$ cat config.mk
export PLATFORM = sky130hd
export DESIGN_NAME = alu_pipe_flat
export DESIGN_NICKNAME = d
export VERILOG_FILES = /design/src/rtl/pkg_alu_defs.sv /design/src/rtl/alu_pipe_if.sv /design/src/rtl/alu_core.sv /design/src/rtl/alu_pipe.sv /design/src/flat_wrapper.sv
export SDC_FILE = /design/constraint.sdc
export NUM_CORES = 1
export LEC_CHECK = 0
export BUFFER_PORTS_ARGS = -buffer_cell sky130_fd_sc_hd__buf_2
export CAP_MARGIN = 25
export CORE_UTILIZATION = 61
export DETAILED_ROUTE_END_ITERATION = 7
export GPL_TIMING_DRIVEN = 0
export PLACE_DENSITY = 0.83
export SLEW_MARGIN = 30
export SYNTH_ARGS = -nofsm -noshare
export SYNTH_HDL_FRONTEND = slang
export SYNTH_HIERARCHICAL = 1
export SYNTH_SLANG_ARGS = --single-unit
export TNS_END_PERCENT = 50
$ cat constraint.sdc
create_clock -name clock -period 8.15 [get_ports clock]
set_input_delay 1.63 -clock clock [delete_from_list [all_inputs] [get_ports clock]]
set_output_delay 1.63 -clock clock [all_outputs]
set_load 0.05 [all_outputs]
$ cat src/rtl/pkg_alu_defs.sv
// Shared definitions for the pipelined ALU: opcode encoding, flag bundle
// and the default datapath width.
package pkg_alu_defs;

    localparam int ALU_DATA_SIZE = 8;

    typedef enum logic [7:0] {
        OP_ADD = 8'h00,
        OP_ADC = 8'h01,
        OP_SUB = 8'h02,
        OP_SBB = 8'h03,
        OP_AND = 8'h04,
        OP_OR  = 8'h05,
        OP_XOR = 8'h06,
        OP_NOT = 8'h07,
        OP_SHL = 8'h08,
        OP_SHR = 8'h09,
        OP_ROL = 8'h0A,
        OP_ROR = 8'h0B,
        OP_MUL = 8'h0C
    } alu_op_e;

    typedef struct packed {
        logic carry;
        logic zero;
        logic neg;
        logic aux_carry;
    } alu_flags_t;

endpackage

$ cat src/rtl/alu_pipe_if.sv
// Operation/result handshake bundle for alu_pipe. The master side is the
// operation source plus result consumer; the slave side is the ALU itself.
interface alu_pipe_if #(
    parameter int DATA_SIZE = 8,
    parameter int TAG_W     = 4
);
    logic                 in_valid;
    logic                 in_ready;
    logic [7:0]           in_op;
    logic [DATA_SIZE-1:0] in_oper_a;
    logic [DATA_SIZE-1:0] in_oper_b;
    logic                 in_flag_carry;
    logic                 in_flag_zero;
    logic                 in_flag_neg;
    logic                 in_flag_aux_carry;
    logic [TAG_W-1:0]     in_tag;

    logic                 out_valid;
    logic                 out_ready;
    logic [DATA_SIZE-1:0] out_result;
    logic                 out_flag_carry;
    logic                 out_flag_zero;
    logic                 out_flag_neg;
    logic                 out_flag_aux_carry;
    logic [TAG_W-1:0]     out_tag;
    logic                 out_illegal;

    modport master (
        output in_valid, in_op, in_oper_a, in_oper_b,
               in_flag_carry, in_flag_zero, in_flag_neg, in_flag_aux_carry, in_tag,
               out_ready,
        input  in_ready,
               out_valid, out_result, out_flag_carry, out_flag_zero,
               out_flag_neg, out_flag_aux_carry, out_tag, out_illegal
    );

    modport slave (
        input  in_valid, in_op, in_oper_a, in_oper_b,
               in_flag_carry, in_flag_zero, in_flag_neg, in_flag_aux_carry, in_tag,
               out_ready,
        output in_ready,
               out_valid, out_result, out_flag_carry, out_flag_zero,
               out_flag_neg, out_flag_aux_carry, out_tag, out_illegal
    );

endinterface

$ cat src/rtl/alu_core.sv
// Combinational ALU datapath: one opcode, two operands and four flags in;
// result, four flags and an illegal-opcode indication out.
// Optional feature: define ALU_PIPE_MULT_EN to make opcode 0x0C (MUL) legal.
module alu_core
    import pkg_alu_defs::*;
#(
    parameter int DATA_SIZE = ALU_DATA_SIZE
) (
    input  logic [7:0]           op,
    input  logic [DATA_SIZE-1:0] a,
    input  logic [DATA_SIZE-1:0] b,
    input  alu_flags_t           flags_in,
    output logic [DATA_SIZE-1:0] result,
    output alu_flags_t           flags_out,
    output logic                 illegal
);
    localparam int W = DATA_SIZE;

    logic       cin;
    logic [W:0] add_full;
    logic [W:0] sub_full;
    logic [4:0] add_nib;
    logic [4:0] sub_nib;

    // Only ADC/SBB consume the incoming carry; ADD/SUB share the same adders.
    assign cin      = ((op == OP_ADC) || (op == OP_SBB)) ? flags_in.carry : 1'b0;
    // The extra top bit is carry-out for add and borrow for subtract.
    assign add_full = {1'b0, a} + {1'b0, b} + {{W{1'b0}}, cin};
    assign sub_full = {1'b0, a} - {1'b0, b} - {{W{1'b0}}, cin};
    assign add_nib  = {1'b0, a[3:0]} + {1'b0, b[3:0]} + {4'b0000, cin};
    assign sub_nib  = {1'b0, a[3:0]} - {1'b0, b[3:0]} - {4'b0000, cin};

`ifdef ALU_PIPE_MULT_EN
    logic [2*W-1:0] prod;
    assign prod = {{W{1'b0}}, a} * {{W{1'b0}}, b};
`endif

    // Opcode decode; Z and N are derived from the result for every legal op.
    always_comb begin
        // NOTE: every output gets a default before the case so no path infers a latch.
        result    = a;
        flags_out = flags_in;
        illegal   = 1'b0;
        case (op)
            OP_ADD, OP_ADC: begin
                result              = add_full[W-1:0];
                flags_out.carry     = add_full[W];
                flags_out.aux_carry = add_nib[4];
            end
            OP_SUB, OP_SBB: begin
                result              = sub_full[W-1:0];
                flags_out.carry     = sub_full[W];
                flags_out.aux_carry = sub_nib[4];
            end
            OP_AND, OP_OR, OP_XOR, OP_NOT: begin
                case (op)
                    OP_AND:  result = a & b;
                    OP_OR:   result = a | b;
                    OP_XOR:  result = a ^ b;
                    default: result = ~a;
                endcase
                flags_out.carry     = 1'b0;
                flags_out.aux_carry = 1'b0;
            end
            OP_SHL, OP_ROL: begin
                result              = {a[W-2:0], (op == OP_ROL) ? flags_in.carry : 1'b0};
                flags_out.carry     = a[W-1];
                flags_out.aux_carry = 1'b0;
            end
            OP_SHR, OP_ROR: begin
                result              = {(op == OP_ROR) ? flags_in.carry : 1'b0, a[W-1:1]};
                flags_out.carry     = a[0];
                flags_out.aux_carry = 1'b0;
            end
`ifdef ALU_PIPE_MULT_EN
            OP_MUL: begin
                result              = prod[W-1:0];
                flags_out.carry     = |prod[2*W-1:W];
                flags_out.aux_carry = 1'b0;
            end
`endif
            default: illegal = 1'b1;
        endcase
        if (!illegal) begin
            flags_out.zero = (result == '0);
            flags_out.neg  = result[W-1];
        end
    end

endmodule

$ cat src/rtl/alu_pipe.sv
// Pipelined ALU with valid/ready flow control and pass-through tags.
// Stage 0 registers the alu_core output; stages 1..STAGES-1 are pure delay,
// so an operation handshaken in cycle k is on the outputs in cycle k+STAGES.
// A single global stall freezes every stage while the consumer backpressures.
// Optional feature: define ALU_PIPE_MULT_EN to enable the MUL opcode.
module alu_pipe
    import pkg_alu_defs::*;
#(
    parameter int DATA_SIZE = ALU_DATA_SIZE,
    parameter int STAGES    = 2,
    parameter int TAG_W     = 4
) (
    input  logic      clock,
    input  logic      reset,
    alu_pipe_if.slave bus
);
    typedef struct packed {
        logic [DATA_SIZE-1:0] result;
        alu_flags_t           flags;
        logic [TAG_W-1:0]     tag;
        logic                 illegal;
    } stage_t;

    alu_flags_t           flags_in;
    logic [DATA_SIZE-1:0] core_result;
    alu_flags_t           core_flags;
    logic                 core_illegal;
    stage_t               core_stage;
    logic                 stall;
    logic                 accept;

    logic [STAGES-1:0]    valid_q;
    logic [STAGES-1:0]    valid_d;
    stage_t               data_q [STAGES];
    stage_t               data_d [STAGES];

    assign flags_in = '{carry:     bus.in_flag_carry,
                        zero:      bus.in_flag_zero,
                        neg:       bus.in_flag_neg,
                        aux_carry: bus.in_flag_aux_carry};

    alu_core #(
        .DATA_SIZE (DATA_SIZE)
    ) u_core (
        .op        (bus.in_op),
        .a         (bus.in_oper_a),
        .b         (bus.in_oper_b),
        .flags_in  (flags_in),
        .result    (core_result),
        .flags_out (core_flags),
        .illegal   (core_illegal)
    );

    assign core_stage = '{result:  core_result,
                          flags:   core_flags,
                          tag:     bus.in_tag,
                          illegal: core_illegal};

    // in_ready depends combinationally on out_ready through the stall term.
    assign stall        = valid_q[STAGES-1] && !bus.out_ready;
    assign bus.in_ready = !stall && !reset;
    assign accept       = bus.in_valid && bus.in_ready;

    // Advance every stage by one unless stalled; bubbles travel with zero payload.
    always_comb begin
        valid_d = valid_q;
        data_d  = data_q;
        if (!stall) begin
            valid_d[0] = accept;
            data_d[0]  = accept ? core_stage : '0;
            for (int i = 1; i < STAGES; i++) begin
                valid_d[i] = valid_q[i-1];
                data_d[i]  = data_q[i-1];
            end
        end
    end

    // Stage registers with synchronous reset.
    always_ff @(posedge clock) begin
        if (reset) begin
            valid_q <= '0;
            // NOTE: the payload array is reset too, because the output registers it feeds must read zero after reset.
            for (int i = 0; i < STAGES; i++) begin
                data_q[i] <= '0;
            end
        end else begin
            // NOTE: non-blocking so every stage samples its neighbour's pre-edge value.
            valid_q <= valid_d;
            data_q  <= data_d;
        end
    end

    assign bus.out_valid          = valid_q[STAGES-1];
    assign bus.out_result         = data_q[STAGES-1].result;
    assign bus.out_flag_carry     = data_q[STAGES-1].flags.carry;
    assign bus.out_flag_zero      = data_q[STAGES-1].flags.zero;
    assign bus.out_flag_neg       = data_q[STAGES-1].flags.neg;
    assign bus.out_flag_aux_carry = data_q[STAGES-1].flags.aux_carry;
    assign bus.out_tag            = data_q[STAGES-1].tag;
    assign bus.out_illegal        = data_q[STAGES-1].illegal;

endmodule

$ cat src/flat_wrapper.sv
// flat-port wrapper written by rule: the top's interface ports become plain ports
module alu_pipe_flat import pkg_alu_defs::*;
#(
    parameter int DATA_SIZE = ALU_DATA_SIZE,
    parameter int STAGES    = 2,
    parameter int TAG_W     = 4
)
  (clock, reset, bus_in_valid, bus_in_op, bus_in_oper_a, bus_in_oper_b, bus_in_flag_carry, bus_in_flag_zero, bus_in_flag_neg, bus_in_flag_aux_carry, bus_in_tag, bus_out_ready, bus_in_ready, bus_out_valid, bus_out_result, bus_out_flag_carry, bus_out_flag_zero, bus_out_flag_neg, bus_out_flag_aux_carry, bus_out_tag, bus_out_illegal);
  alu_pipe_if #(.DATA_SIZE(DATA_SIZE), .TAG_W(TAG_W)) bus_i ();
  input  logic clock;
  input  logic reset;
  input wire logic [$bits(bus_i.in_valid)-1:0] bus_in_valid;
  input wire logic [$bits(bus_i.in_op)-1:0] bus_in_op;
  input wire logic [$bits(bus_i.in_oper_a)-1:0] bus_in_oper_a;
  input wire logic [$bits(bus_i.in_oper_b)-1:0] bus_in_oper_b;
  input wire logic [$bits(bus_i.in_flag_carry)-1:0] bus_in_flag_carry;
  input wire logic [$bits(bus_i.in_flag_zero)-1:0] bus_in_flag_zero;
  input wire logic [$bits(bus_i.in_flag_neg)-1:0] bus_in_flag_neg;
  input wire logic [$bits(bus_i.in_flag_aux_carry)-1:0] bus_in_flag_aux_carry;
  input wire logic [$bits(bus_i.in_tag)-1:0] bus_in_tag;
  input wire logic [$bits(bus_i.out_ready)-1:0] bus_out_ready;
  output wire logic [$bits(bus_i.in_ready)-1:0] bus_in_ready;
  output wire logic [$bits(bus_i.out_valid)-1:0] bus_out_valid;
  output wire logic [$bits(bus_i.out_result)-1:0] bus_out_result;
  output wire logic [$bits(bus_i.out_flag_carry)-1:0] bus_out_flag_carry;
  output wire logic [$bits(bus_i.out_flag_zero)-1:0] bus_out_flag_zero;
  output wire logic [$bits(bus_i.out_flag_neg)-1:0] bus_out_flag_neg;
  output wire logic [$bits(bus_i.out_flag_aux_carry)-1:0] bus_out_flag_aux_carry;
  output wire logic [$bits(bus_i.out_tag)-1:0] bus_out_tag;
  output wire logic [$bits(bus_i.out_illegal)-1:0] bus_out_illegal;
  assign bus_i.in_valid = bus_in_valid;
  assign bus_i.in_op = bus_in_op;
  assign bus_i.in_oper_a = bus_in_oper_a;
  assign bus_i.in_oper_b = bus_in_oper_b;
  assign bus_i.in_flag_carry = bus_in_flag_carry;
  assign bus_i.in_flag_zero = bus_in_flag_zero;
  assign bus_i.in_flag_neg = bus_in_flag_neg;
  assign bus_i.in_flag_aux_carry = bus_in_flag_aux_carry;
  assign bus_i.in_tag = bus_in_tag;
  assign bus_i.out_ready = bus_out_ready;
  assign bus_in_ready = bus_i.in_ready;
  assign bus_out_valid = bus_i.out_valid;
  assign bus_out_result = bus_i.out_result;
  assign bus_out_flag_carry = bus_i.out_flag_carry;
  assign bus_out_flag_zero = bus_i.out_flag_zero;
  assign bus_out_flag_neg = bus_i.out_flag_neg;
  assign bus_out_flag_aux_carry = bus_i.out_flag_aux_carry;
  assign bus_out_tag = bus_i.out_tag;
  assign bus_out_illegal = bus_i.out_illegal;
  alu_pipe #(.DATA_SIZE(DATA_SIZE), .STAGES(STAGES), .TAG_W(TAG_W)) u_core (.clock(clock), .reset(reset), .bus(bus_i));
endmodule
==> flow_summary.json <==
{
  "cts-root-to-sink-buffers": 2,
  "cp_num_cells": 16,
  "setup_buffers_after_cts": 0,
  "timing.rr.end": "u_core/bus.out_tag[1]$_SDFFE_PP0N_",
  "timing_limited_maximum_frequency_ghz": 0.177,
  "final_antenna_net_count": 0,
  "critPathRequiredTime_ps": 8380,
  "final_nets": 522,
  "worst_hold_path.endpoint": "u_core/bus.out_flag_zero$_SDFFE_PP0N_",
  "worstMarginPinSlew_ps": 962,
  "period_needed_ps": 5640,
  "timing.reg2reg.setup_slack_ps": 7070,
  "worstPathCellList": "buf_2 > or4_4 > nor3_1 > nand3_1 > inv_1 > fa_1 > inv_1 > fa_1 > o21ai_0 > a31oi_1 > xnor2_1 > a211o_1 > a2111o_1 > o21ai_1 > nand3_1 > a21oi_1",
  "worst-path-buf-inv": 3,
  "start_util_pct": 63.5,
  "holdCritPathClass": "register to register",
  "grtUsageMet3_pct": 4.86,
  "worstRegToRegCells": 5,
  "cp-start-kind": "primary input",
  "syn-num-nets": 464,
  "crit_arrival_ps": 5870,
  "grt_max_usage_layer": "met2",
  "drt_iter0_drc": 284,
  "post_detailed_route_drc_marker_count": 0,
  "detailroute.via_count": 3113,
  "post_synthesis_sequential_element_count": 36,
  "detail_route.first_pass.iterations": 5,
  "cellPowerDensity_nw_per_um2": 136,
  "critical_path.endpoint_type": "register",
  "critical_path.max_fanout": 6,
  "core_area_um2": 4720,
  "die-height_um": 72.1,
  "cts_tree": "yes",
  "routed_wl_mm": 7.78,
  "ys_warn_count": 6,
  "gp_congestion": 0.894,
  "grt_setup_unrepaired": "false",
  "layout_worst_path_cycle_share_pct": 69.2,
  "drive_gt1_share_pct": 19.4,
  "critical_path.top_delay_family": "compound AO/OA/AOI/OAI gates",
  "max-vdd-ir-drop_mv": 0.0990,
  "slowest_stage": "sky130_fd_sc_hd__or4_4",
  "synth-seq-area-share_pct": 24.0,
  "wire_length_of_the_first_global_routing_pass_mm": 12.7,
  "synthesized_area_um2": 3000,
  "number_of_enable_flip_flop_cells_after_synthesis": 0,
  "synth_largest_area_cell": "sky130_fd_sc_hd__dfxtp_1",
  "syn_area_per_cell_um2": 7.62,
  "setup-tns-final_ps": 0,
  "postSynth.topFlopCell": "sky130_fd_sc_hd__dfxtp_1",
  "hold_buf_count_cts": 0,
  "cts_inserted_buffers": 5,
  "grt_start_max_net_pins": 12,
  "fin_cells": 520,
  "final_max_slew_viol_count": 0,
  "reg_to_reg_critical_path_startpoint": "u_core/valid_q[1]$_SDFFE_PP0N_",
  "grt_antenna_before_repair": 0,
  "place.detailed.instances": 512,
  "leakage_nw": 1.53,
  "first_global_vias": 2718,
  "rows": 25,
  "critical_path_class": "primary input to register",
  "die_width_um": 72.1,
  "slowest_delay_ps": 580,
  "route.detailed.wl_per_inst_um": 15.0,
  "final_util_pct": 72.8,
  "final_hold_viol_count": 0,
  "area.growth.synth_to_final_pct": 14.6,
  "postCtsResizedCells": 0,
  "fin_hold_ws_ps": 447,
  "hp-start": "u_core/bus.out_flag_zero$_SDFFE_PP0N_",
  "die_area_um2": 5200,
  "groute.layer.met2.usage_pct": 51.4,
  "synth_cell_types": 57,
  "globalRoute.totalOverflow": 0,
  "timing.max_slew.rel_slack_pct": 35.7,
  "setup_viol": 0,
  "post_synth_main_area_contributors": "sky130_fd_sc_hd__dfxtp_1, sky130_fd_sc_hd__ha_1, sky130_fd_sc_hd__nand2_1",
  "clk_skew_ps": 3.74,
  "postSynth.asyncResetShare_pct": 0,
  "run_status": "finished clean",
  "grt_met1_usage_pct": 42.5,
  "hpwl_detailed_mm": 5.98,
  "synth_top_cell_area_share_pct": 24.0,
  "i_o_buffers": 51,
  "grtUsageTotal_pct": 31.3,
  "io_pins": 55,
  "max-cap-violations": 0,
  "clock_tree.root_cell": "sky130_fd_sc_hd__clkbuf_8",
  "clock_insertion_delay_worst_skew_ps": 290,
  "n_antenna_cell": 0,
  "via_per_inst": 5.99,
  "cts.htree.levels": 2,
  "clkSinkCount": 36,
  "worstHoldPathCells": 2,
  "syn-instance-count": 394,
  "cts.clk_slew.worst_paths_ps": 70
}
[cell usage after synthesis, drive strengths merged, types with 3 or more instances]
master	n
ha	30
a22oi	3
a21oi	48
buf	25
o211ai	3
a211oi	3
inv	29
nand2b	5
nor2	19
mux4	3
nor3b	3
fa	4
o21ai	13
dfxtp	36
xor2	4
a31oi	4
a21o	3
nor3	10
and2	4
a221oi	5
nand2	68
clkbuf	9
nand3	20
xnor2	7
nor2b	3
a211o	3
[how the worst max path moves through the flow]
stage                                           endpoint  slack [ps]          from
after CTS                 u_core/data_q[24]$_SDFFE_PP0N_        2580  bus_in_op[5]
after detailed placement  u_core/data_q[24]$_SDFFE_PP0N_        2290  bus_in_op[5]
after global routing      u_core/data_q[24]$_SDFFE_PP0N_        2230  bus_in_op[5]
after global placement    u_core/data_q[24]$_SDFFE_PP0N_        2360  bus_in_op[5]
after floorplan           u_core/data_q[24]$_SDFFE_PP0N_        3060  bus_in_op[5]
final                     u_core/data_q[24]$_SDFFE_PP0N_        2510  bus_in_op[5]
[registers in the layout, summed over array words and instances, names as in the netlist]
signal / flops
u_core/bus.out_flag_aux_carry: 1
u_core/bus.out_flag_carry: 1
u_core/bus.out_flag_neg: 1
u_core/bus.out_flag_zero: 1
u_core/bus.out_illegal: 1
u_core/bus.out_result: 8
u_core/bus.out_tag: 4
u_core/data_q: 17
u_core/valid_q: 2
[layer usage]
layer | up-vias | part of all wire, %
li1 | 1483 | -
met1 | 1445 | 44
met2 | 172 | 46
met3 | 13 | 8.6
met4 | 0 | 1.3
met5 | - | 0
[cell usage in the layout (no fill, tap or decap), drive strengths merged, types with 3 or more instances in the layout]
master  synthesis  layout
a21o            3       3
clkbuf          9      16
a31oi           4       4
a211o           3       3
nand2b          5       5
a221oi          5       5
nand3          20      20
ha             30      30
o211ai          3       3
a21oi          48      48
a211oi          3       3
and2            4       4
xnor2           7       7
mux4            3       3
buf            25      76
inv            29      29
nor3b           3       3
nor2           19      19
nor2b           3       3
fa              4       4
o21ai          13      13
a22oi           3       3
dfxtp          36      36
nor3           10      10
nand2          68      68
xor2            4       4
[area by class of cell]
cell class	count	area, um^2
Multi-Input combinational cell	295	1960
Fill cell	402	1280
Sequential cell	36	721
Timing Repair Buffer	51	255
Buffer	34	215
Inverter	29	109
Clock buffer	7	86.3
Tap cell	67	83.8
Clock inverter	1	7.51
[worst reg2reg max path: stages (launching register included)]
cell	delay (ps)
sky130_fd_sc_hd__dfxtp_1	340
sky130_fd_sc_hd__nor2b_1	130
sky130_fd_sc_hd__buf_4	190
sky130_fd_sc_hd__buf_6	160
sky130_fd_sc_hd__nand2_1	90
sky130_fd_sc_hd__a21oi_1	120
[where the power goes]
group	internal, mW	switching (mW)	total [mW]
Combinational	0.0564	0.0885	0.145
Clock	0.0687	0.0656	0.134
Sequential	0.183	0.00371	0.187
Total	0.308	0.158	0.466
[cells by family after synthesis]
family          count (synthesis)  share of synthesized area [%]
flops                          36                           24.0
xor+xnor                       11                           3.21
buf+inv                        63                           10.8
simple gates                  143                           22.0
fa+ha+maj                      34                           15.2
compound gates                103                           22.2
mux                             4                           2.59
[through the flow]
stage,setup slack [ps],instance area (um^2),total power [mW]
after global routing,2230,3440,0.491
final,2510,3440,0.466
after detailed placement,2290,3340,0.333
after CTS,2580,3430,0.466
after global placement,2360,3340,0.329
after floorplan,3060,3000,0.292
(Power assumes the default switching activity.)
